$ cat config.mk
export PLATFORM = sky130hd
export DESIGN_NAME = mem_wb_stage
export DESIGN_NICKNAME = d
export VERILOG_FILES = /design/src/rtl/mem_wb_stage.sv
export SDC_FILE = /design/constraint.sdc
export NUM_CORES = 1
export LEC_CHECK = 0
export BUFFER_PORTS_ARGS = -buffer_cell sky130_fd_sc_hd__buf_2
export CAP_MARGIN = 20
export CORE_MARGIN = 5
export CORE_UTILIZATION = 54
export DETAILED_ROUTE_END_ITERATION = 10
export GPL_TIMING_DRIVEN = 0
export PLACE_DENSITY = 0.9
export SYNTH_ARGS = -nofsm -noshare
export SYNTH_HDL_FRONTEND = slang
export SYNTH_SLANG_ARGS = --single-unit
$ cat constraint.sdc
create_clock -name clk -period 2.1 [get_ports clk]
set_clock_uncertainty 0.2 [all_clocks]
set_input_delay 0.315 -clock clk [delete_from_list [all_inputs] [get_ports clk]]
set_output_delay 0.315 -clock clk [all_outputs]
set_load 0.02 [all_outputs]
$ cat src/rtl/mem_wb_stage.sv
// mem_wb_stage: reusable inter-stage pipeline register with valid/ready
// handshake, synchronous flush, bubble-control injection and an optional
// 2-entry skid buffer. First used between MEM and WB.
//
// Handshake: an entry moves upstream->stage when in_valid && in_ready and
// stage->downstream when out_valid && out_ready, both on the rising clk edge.
// in_valid/in_data/in_ctrl are expected stable while waiting; the stage keeps
// out_data/out_ctrl stable while out_valid && !out_ready.
module mem_wb_stage #(
    parameter int                 DATA_W      = 96,
    parameter int                 CTRL_W      = 7,
    parameter logic [CTRL_W-1:0]  CTRL_BUBBLE = '0,
    parameter bit                 SKID        = 1'b1
) (
    input  logic              clk,
    input  logic              reset,
    input  logic              flush,
    input  logic              in_valid,
    output logic              in_ready,
    input  logic [DATA_W-1:0] in_data,
    input  logic [CTRL_W-1:0] in_ctrl,
    output logic              out_valid,
    input  logic              out_ready,
    output logic [DATA_W-1:0] out_data,
    output logic [CTRL_W-1:0] out_ctrl,
    output logic [1:0]        occupancy,
    output logic [15:0]       stall_cnt
);

    // Occupancy doubles as the FSM state so it can be observed directly.
    typedef enum logic [1:0] {
        ST_EMPTY = 2'd0,
        ST_ONE   = 2'd1,
        ST_TWO   = 2'd2
    } state_t;

    state_t              state_q;
    logic                out_valid_q;
    logic [DATA_W-1:0]   main_data_q;
    logic [CTRL_W-1:0]   main_ctrl_q;
    logic [DATA_W-1:0]   skid_data_q;
    logic [CTRL_W-1:0]   skid_ctrl_q;
    logic                in_ready_q;
    logic [15:0]         stall_q;
    logic [15:0]         stall_d;

    logic accept;
    logic consume;

    // Flush forces in_ready high for that cycle: the offered entry is dropped
    // rather than held upstream, so the producer can move on after a redirect.
    assign in_ready = SKID ? (in_ready_q | flush)
                           : ((state_q == ST_EMPTY) | out_ready | flush);

    assign accept  = in_valid & in_ready & ~flush;
    assign consume = out_valid_q & out_ready;

    assign out_valid = out_valid_q;
    assign out_data  = main_data_q;
    assign out_ctrl  = main_ctrl_q;
    assign occupancy = state_q;
    assign stall_cnt = stall_q;

    // Entry FSM: main register is always the head; skid holds the second entry.
    always_ff @(posedge clk) begin
        if (!reset) begin
            state_q     <= ST_EMPTY;
            out_valid_q <= 1'b0;
            main_data_q <= '0;
            main_ctrl_q <= CTRL_BUBBLE;
            skid_data_q <= '0;
            skid_ctrl_q <= CTRL_BUBBLE;
            in_ready_q  <= 1'b1;
        end else if (flush) begin
            state_q     <= ST_EMPTY;
            out_valid_q <= 1'b0;
            main_data_q <= '0;
            main_ctrl_q <= CTRL_BUBBLE;
            skid_data_q <= '0;
            skid_ctrl_q <= CTRL_BUBBLE;
            in_ready_q  <= 1'b1;
        end else begin
            case (state_q)
                ST_EMPTY: begin
                    if (accept) begin
                        main_data_q <= in_data;
                        main_ctrl_q <= in_ctrl;
                        out_valid_q <= 1'b1;
                        state_q     <= ST_ONE;
                    end
                end
                ST_ONE: begin
                    if (accept && consume) begin
                        main_data_q <= in_data;
                        main_ctrl_q <= in_ctrl;
                    end else if (accept) begin
                        // Only reachable with the skid buffer present.
                        if (SKID) begin
                            skid_data_q <= in_data;
                            skid_ctrl_q <= in_ctrl;
                            state_q     <= ST_TWO;
                            in_ready_q  <= 1'b0;
                        end
                    end else if (consume) begin
                        main_data_q <= '0;
                        main_ctrl_q <= CTRL_BUBBLE;
                        out_valid_q <= 1'b0;
                        state_q     <= ST_EMPTY;
                    end
                end
                ST_TWO: begin
                    if (consume) begin
                        main_data_q <= skid_data_q;
                        main_ctrl_q <= skid_ctrl_q;
                        skid_data_q <= '0;
                        skid_ctrl_q <= CTRL_BUBBLE;
                        state_q     <= ST_ONE;
                        in_ready_q  <= 1'b1;
                    end
                end
                default: begin
                    state_q     <= ST_EMPTY;
                    out_valid_q <= 1'b0;
                    main_data_q <= '0;
                    main_ctrl_q <= CTRL_BUBBLE;
                    in_ready_q  <= 1'b1;
                end
            endcase
        end
    end

    // Next stall count: saturating increment while the head is blocked.
    always_comb begin
        stall_d = stall_q;
        if (out_valid_q && !out_ready && (stall_q != 16'hFFFF)) begin
            stall_d = stall_q + 16'd1;
        end
    end

    // Stall counter survives flush; only reset clears it.
    always_ff @(posedge clk) begin
        if (!reset) begin
            stall_q <= '0;
        end else begin
            stall_q <= stall_d;
        end
    end

endmodule

==> key figures, run 1 <==
Logic synthesis
  – Synth Area per Inst: 9.51 um2
  – #FFs+latches synth: 226
  – Synth area leader: dfxtp_1
  – Ys async rst share: 0%
  – Synth area leaders: dfxtp_1 44%, mux2i_1 10%, a22o_1 8.8%
  – Syn nets: 1184
  – Count leader, synth: dfxtp_1
  – Post-synth top area share: 44.2%
  – Synth unique cells: 49
  – Sequential fraction of the synthesis area: 44.2%
  – Post-synth EDFFs: 0
  – Yosys Warn Count: 0
  – Cell Area, Synth: 10200 um2
  – Post-synth top cells: 226 x dfxtp_1, 116 x a21oi_1, 115 x nand2_1
  – Synthesized instance count: 1075
  – Main synth FF type: dfxtp_1

Cells and area
  – Layout area overhead: 34.5%
  – # nets final: 1546
  – Layout cells sized above 1: 25.4%
  – Finished Layout Cells: 1692

Drt
  – Total iterations of the first detailed-routing run: 6
  – DRT antenna net count: 0
  – Vias after detailed routing: 10700
  – DRC Markers: 0
  – Starting DRC count in detailed routing: 936
  – Via/cell ratio: 6.35
  – WL final: 35.2 mm
  – Wire per inst: 20.8 um

Setup path
  – Worst Reg2Reg Path Length in Cells: 6
  – Startpoint Class: flip-flop
  – R2R Path Start: out_valid
  – Worst-path maximum fanout: 10
  – Worst setup path endpoint: skid_data_q[69]
  – Crit path launch: out_valid
  – WP data arrival: 2.29 ns
  – Data required time of the worst path: 2.33 ns
  – Kind of critical path: flip-flop to flip-flop
  – Reg2reg end: skid_data_q[69]
  – Crit end category: flip-flop
  – R2R Setup Slk: 0.04 ns

Floorplanning
  – Num rows: 50
  – Core ar.: 18700 um2
  – Die Width: 148 um
  – Die Area: 21800 um2
  – Chip height: 148 um
  – Initial Util: 54.7%
  – Top Ports: 231

Timing
  – Final hold vios: 0
  – Min Hold Slack: 0.195 ns
  – Max-slew violation count: 0
  – Peak Freq: 0.485 GHz
  – Setup violators final: 0
  – Relative slew slack: 56.5%
  – Fin crit share: 98.2%
  – Final min period: 2.06 ns
  – Total negative slack: 0 ns
  – Slew @ Worst Pin: 0.652 ns

Global routing
  – Pin count of the biggest net entering global routing: 15
  – Gr ovfl total: 0
  – Global-route wire length before repair: 54.8 mm
  – Gr usage total: 30.3%
  – Initial antenna violation count: 4
  – Vias in the first global route: 10400

Pwr
  – PwrDens: 746 nW/um2
  – Power, Total: 10.3 mW
  – LEAKAGE: 5.23 nW
  – Max VDD drop: 599 uV

Clocking
  – Worst-Skew Late Latency: 0.52 ns
  – H-tree Lvls: 1
  – Clk buf depth: 3
  – CTS root buf: clkbuf_16
  – Clock sinks: 226
  – CTS clock-pin slew for the worst setup and hold paths: 0.07 ns
  – CTS tree: built
  – Number of clock buffers inserted by TritonCTS: 24

Placed design
  – IO Port Bufs: 230
  – RePlAce Congestion: 0.873
  – Placed insts: 1539
  – Post-DP HPWL: 21.5 mm

Hold path
  – Worst Hold Class: primary input to flip-flop

Run status
  – Outcome: completed

Flow run
  – Max cap viols: 0
kinds of logic (layout without fill, tap and decap cells):
group	Yosys count	count (layout)	share of synthesized area (%)
AO/OA/AOI/OAI	350	350	25.4
other	0	3	0
multiplexers	106	106	10.4
adder cells (fa/ha/maj)	1	1	0.122
AND/OR/NAND/NOR	268	268	14.0
buffers and inverters	124	504	5.92
flip-flops	226	226	44.2
metrics by stage:
| step | worst slack (ns) | area [um2] | utilization (%) |
|---|---|---|---|
| global placement | -0.224 | 11700 | 62.4 |
| floorplan | 0.156 | 10200 | - |
| detailed placement | -0.268 | 11700 | 62.4 |
| global route | -0.00872 | 13800 | 73.6 |
| CTS | 0.00778 | 13700 | 73.1 |
| finish | 0.0385 | 13800 | 73.6 |
worst min-delay path by stage:
stage | startpoint | endpoint | slack, ns | cells after the start
final | in_valid | out_valid | 0.20 | 5
after global routing | out_ready | stall_cnt[13] | 0.23 | 5
after CTS | in_valid | out_valid | 0.18 | 5
after detailed placement | skid_ctrl_q[2] | skid_ctrl_q[2] | 0.24 | 2
after global placement | skid_data_q[42] | skid_data_q[42] | 0.24 | 2
after floorplan | skid_ctrl_q[0] | skid_ctrl_q[0] | 0.23 | 2
routing by layer:
layer	vias to the layer above	part of all wire, %	track usage [%]
met3	165	8.5	5.36
li1	4843	-	-
met2	652	48	51.5
met5	-	0.020	0
met4	2	5.3	14.3
met1	5081	38	37.4
registers in the layout, indices dropped and copies added (netlist names):
name,cells
occupancy,2
out_data,96
in_ready_q,1
skid_ctrl_q,7
stall_cnt,16
out_valid,1
skid_data_q,96
out_ctrl,7
report_power, final:
part	internal, mW	switching, mW	leakage [nW]
logic	0.420	0.571	2.96
registers	4.34	0.0353	1.83
clock network	3.12	1.77	0.448
total	7.88	2.38	5.23
what timing repair did:
item | 4_1_cts | 5_1_grt
hold endpoints to repair | 203 | 0
hold buffers | 104 | 0
endpoints found under the setup margin | 75 | 185
buffers inserted | 0 | 2
pin swaps | 1 | 1
gates resized for setup | 8 | 52
cell type report:
| cell class | count | area (um2) |
|---|---|---|
| Antenna cell | 3 | 7.51 |
| Buffer | 120 | 653 |
| Clock buffer | 34 | 719 |
| Clock inverter | 10 | 209 |
| Fill cell | 1277 | 4950 |
| Inverter | 4 | 15.0 |
| Multi-Input combinational cell | 725 | 5130 |
| Sequential cell | 226 | 4530 |
| Tap cell | 234 | 293 |
| Timing Repair Buffer | 336 | 2210 |
cell usage in the layout, fill, tap and decap left out, types with 2 or more instances in the layout:
cell type,instances
buf_2,259
a211oi_1,2
dlygate4sd3_1,104
and2_1,2
buf_6,4
nand2b_1,6
clkinvlp_4,2
o31ai_1,4
clkbuf_8,6
nand3b_1,3
clkbuf_2,25
buf_4,25
clkbuf_16,25
clkbuf_4,5
a31oi_1,3
nor2_1,3
o2bb2ai_1,103
clkbuf_1,27
o21ai_0,6
nand4_1,109
buf_1,10
diode_2,3
nand2_1,115
nor4_1,2
mux2i_1,106
inv_1,4
and4_1,2
dfxtp_1,225
o21ai_1,2
a21oi_1,116
a21oi_4,2
or3_1,6
nand3_1,4
a22o_1,103
bufinv_16,6
or4_1,5
worst max-delay path, cell delays in order (launching register included):
cell and delay, ns:
dfxtp_1 0.36, clkbuf_4 0.22, a21boi_4 0.25, buf_4 0.26, clkbuf_2 0.28, nand4_1 0.16, a21oi_1 0.25
Note: power is estimated with default switching activity, not from simulation.
==> run 2: changes to the inputs <==
--- a/config.mk
+++ b/config.mk
@@ -11,7 +11,8 @@
 export CORE_UTILIZATION = 54
 export DETAILED_ROUTE_END_ITERATION = 10
 export GPL_TIMING_DRIVEN = 0
-export PLACE_DENSITY = 0.9
+export PLACE_DENSITY = 0.89
+export REMOVE_ABC_BUFFERS = 1
 export SYNTH_ARGS = -nofsm -noshare
 export SYNTH_HDL_FRONTEND = slang
 export SYNTH_SLANG_ARGS = --single-unit
==> key figures, run 2 (synthesis gave the netlist of run 1 again) <==
Pwr
  – PwrDens: 675 nW/um2 (-9.6%)
  – LEAKAGE: 5.54 nW (+5.9%)
  – Internal power: 7.42 mW (-5.9%)
  – Comb pwr share: 11.9% (+2.2 points)
  – Switching power: 2.50 mW (+5.4%)
  – Clk pwr share: 43.9% (-3.8 points)
  – Switching Fraction: 25.2% (+2.1 points)
  – Max VDD drop: 536 uV (-11%)
  – Reg power frac: 44.2% (+1.5 points)

Floorplanning
  – Die Area: 21800 um2 (unchanged)
  – Core ar.: 18700 um2 (unchanged)
  – Die Width: 148 um (unchanged)
  – Top Ports: 231 (unchanged)
  – Num rows: 50 (unchanged)
  – Initial Util: 54.7% (unchanged)
  – Chip height: 148 um (unchanged)

Timing
  – PnR worst setup slack: -0.0128 ns (-0.0513 ns)
  – Final min period: 2.11 ns (+0.0513 ns)
  – Final hold vios: 0 (unchanged)
  – Peak Freq: 0.473 GHz (-2.4%)
  – RSZ-0062 raised after global routing: yes
  – Fin crit share: 101% (+2.4 points)
  – Relative slew slack: 54.8% (-1.8 points)
  – Setup violators final: 5 (+5)
  – Max-slew violation count: 0 (unchanged)
  – Slew @ Worst Pin: 0.678 ns (+0.0264 ns)

Placed design
  – Pre-CTS WS: -1.43 ns (-1.16 ns)
  – IO Port Bufs: 230 (unchanged)
  – Placed insts: 1444 (-6.2%)
  – RePlAce Congestion: 0.804 (-7.8%)
  – Post-DP HPWL: 18.6 mm (-13%)
  – Placed Instance Area: 11800 um2 (+0.93%)

Drt
  – DRC Markers: 0 (unchanged)
  – DRT antenna net count: 0 (unchanged)
  – Total iterations of the first detailed-routing run: 6 (unchanged)
  – WL final: 44.4 mm (+26%)
  – Via/cell ratio: 7.00 (+10%)
  – Starting DRC count in detailed routing: 1369 (+46%)
  – Vias after detailed routing: 11600 (+8.4%)
  – Wire per inst: 26.7 um (+28%)

Setup path
  – Crit path launch: occupancy[1]
  – Startpoint Class: flip-flop
  – Crit end category: flip-flop
  – Kind of critical path: flip-flop to flip-flop
  – Worst Reg2Reg Path Length in Cells: 8 (+2)
  – R2R Setup Slk: -0.01 ns (-0.05 ns)
  – Data required time of the worst path: 2.30 ns (-0.03 ns)
  – Worst-path maximum fanout: 10 (unchanged)
  – R2R Path Start: occupancy[1]
  – WP data arrival: 2.32 ns (+0.03 ns)

Clocking
  – Clk buf depth: 3 (unchanged)
  – CTS root buf: clkbuf_16
  – Number of clock buffers inserted by TritonCTS: 24 (unchanged)
  – H-tree Lvls: 1 (unchanged)
  – Worst-Skew Late Latency: 0.53 ns (about the same)
  – CTS clock-pin slew for the worst setup and hold paths: 0.06 ns (about the same)
  – CTS tree: built
  – Clock sinks: 226 (unchanged)

Global routing
  – Vias in the first global route: 11200 (+7.5%)
  – Pin count of the biggest net entering global routing: 66 (+51)
  – Gr usage total: 35.8% (+5.4 points)
  – Initial antenna violation count: 0 (-4)
  – Global-route wire length before repair: 63.1 mm (+15%)
  – Gr ovfl total: 0 (unchanged)

Hold path
  – Worst hold stages: 3 (-2)
  – Worst Hold Class: primary input to flip-flop
  – Hold Startpoint: reset

Cells and area
  – Finished Layout Cells: 1663 (-1.7%)
  – Sequential Area: 4540 um2 (+0.36%)
  – # nets final: 1521 (-1.6%)
  – Layout area overhead: 43.8%
  – Post-route cell area: 14700 um2 (+6.9%)
  – Commonest cells after routing, fill and taps aside: 229 x buf_2, 220 x dfxtp_1, 113 x a21oi_1, 113 x nand2_1, 109 x nand4_1
  – Antenna Diode Count: 0 (-3)
  – Most common cell after layout, fill and taps aside: buf_2
  – Layout cells sized above 1: 27.5% (+2.1 points)
  – Multi-input gate area: 5320 um2 (+3.8%)
  – Fillers: 1017 (-20%)
  – Final core occ: 78.6% (+5.1 points)

Flow run
  – Max cap viols: 0 (unchanged)

Run status
  – Failing checks: negative setup slack
  – Outcome: finished with violations
[run 2: changes by cell type in the layout (fill, tap and decap cells not counted), moves of 6 or more]
cell	previous run	this run
clkbuf_2	25	0
buf_1	10	0
bufbuf_16	0	6
clkbuf_16	25	32
clkbuf_1	27	5
buf_12	0	8
buf_16	0	21
buf_4	25	35
buf_2	259	229
[run 2: power by group through the flow]
| stage | sequential [mW] | combinational [mW] | clock, mW |
|---|---|---|---|
| floorplan | 4.54 | 0.319 | 0 |
| global placement | 4.50 | 0.677 | 0 |
| detailed placement | 4.48 | 0.780 | 0 |
| CTS | 4.38 | 1.05 | 4.31 |
| global route | 4.38 | 1.23 | 4.55 |
| finish | 4.38 | 1.18 | 4.36 |
[run 2: final timing paths]
kind	end
max	skid_data_q[26]
min	stall_cnt[11]
max reg2reg	skid_data_q[26]
min reg2reg	skid_data_q[20]
[run 2: per-layer routing]
layer | vias up | wire (um) | GRT usage (%)
li1 | 4811 | - | -
met1 | 5396 | 15400 | 42.2
met2 | 1122 | 20600 | 60.2
met3 | 315 | 4970 | 6.32
met4 | 0 | 3450 | 22.6
met5 | - | 0 | 0
[run 2: layout make-up]
class / instances / share of cell area (%)
tap: 234 / 1.99
timing repair buffer: 423 / 25.4
multi-input combinational: 733 / 36.2
sequential: 226 / 30.9
clock inverter: 5 / 0.425
inverter: 4 / 0.102
clock buffer: 38 / 5.05
[run 2: critical path: stages (launching register included)]
cell and delay, ns:
dfxtp_4 0.37, buf_16 0.14, buf_12 0.15, nand2b_4 0.11, buf_4 0.19, a2bb2oi_4 0.23
buf_4 0.25, nand2_1 0.10, a21oi_1 0.26
[run 2: per-stage QoR]
stage | power, mW | hold WS [ns] | TNS [ns]
floorplan | 4.86 | 0.232 | -1530.95
global placement | 5.18 | 0.237 | -2518.15
detailed placement | 5.26 | 0.243 | -235.94
CTS | 9.74 | 0.130 | -0.0102
global route | 10.2 | 0.188 | -0.464
finish | 9.92 | 0.193 | -0.0364
[run 2: timing repair]
item / in CTS / in global routing
setup buffers: 30 / 16
pin swaps: 8 / 9
hold buffers: 104 / 0
setup endpoints to repair: 219 / 153
hold endpoints to repair: 207 / 0
gates resized for setup: 13 / 20
cloned: 16 / 10
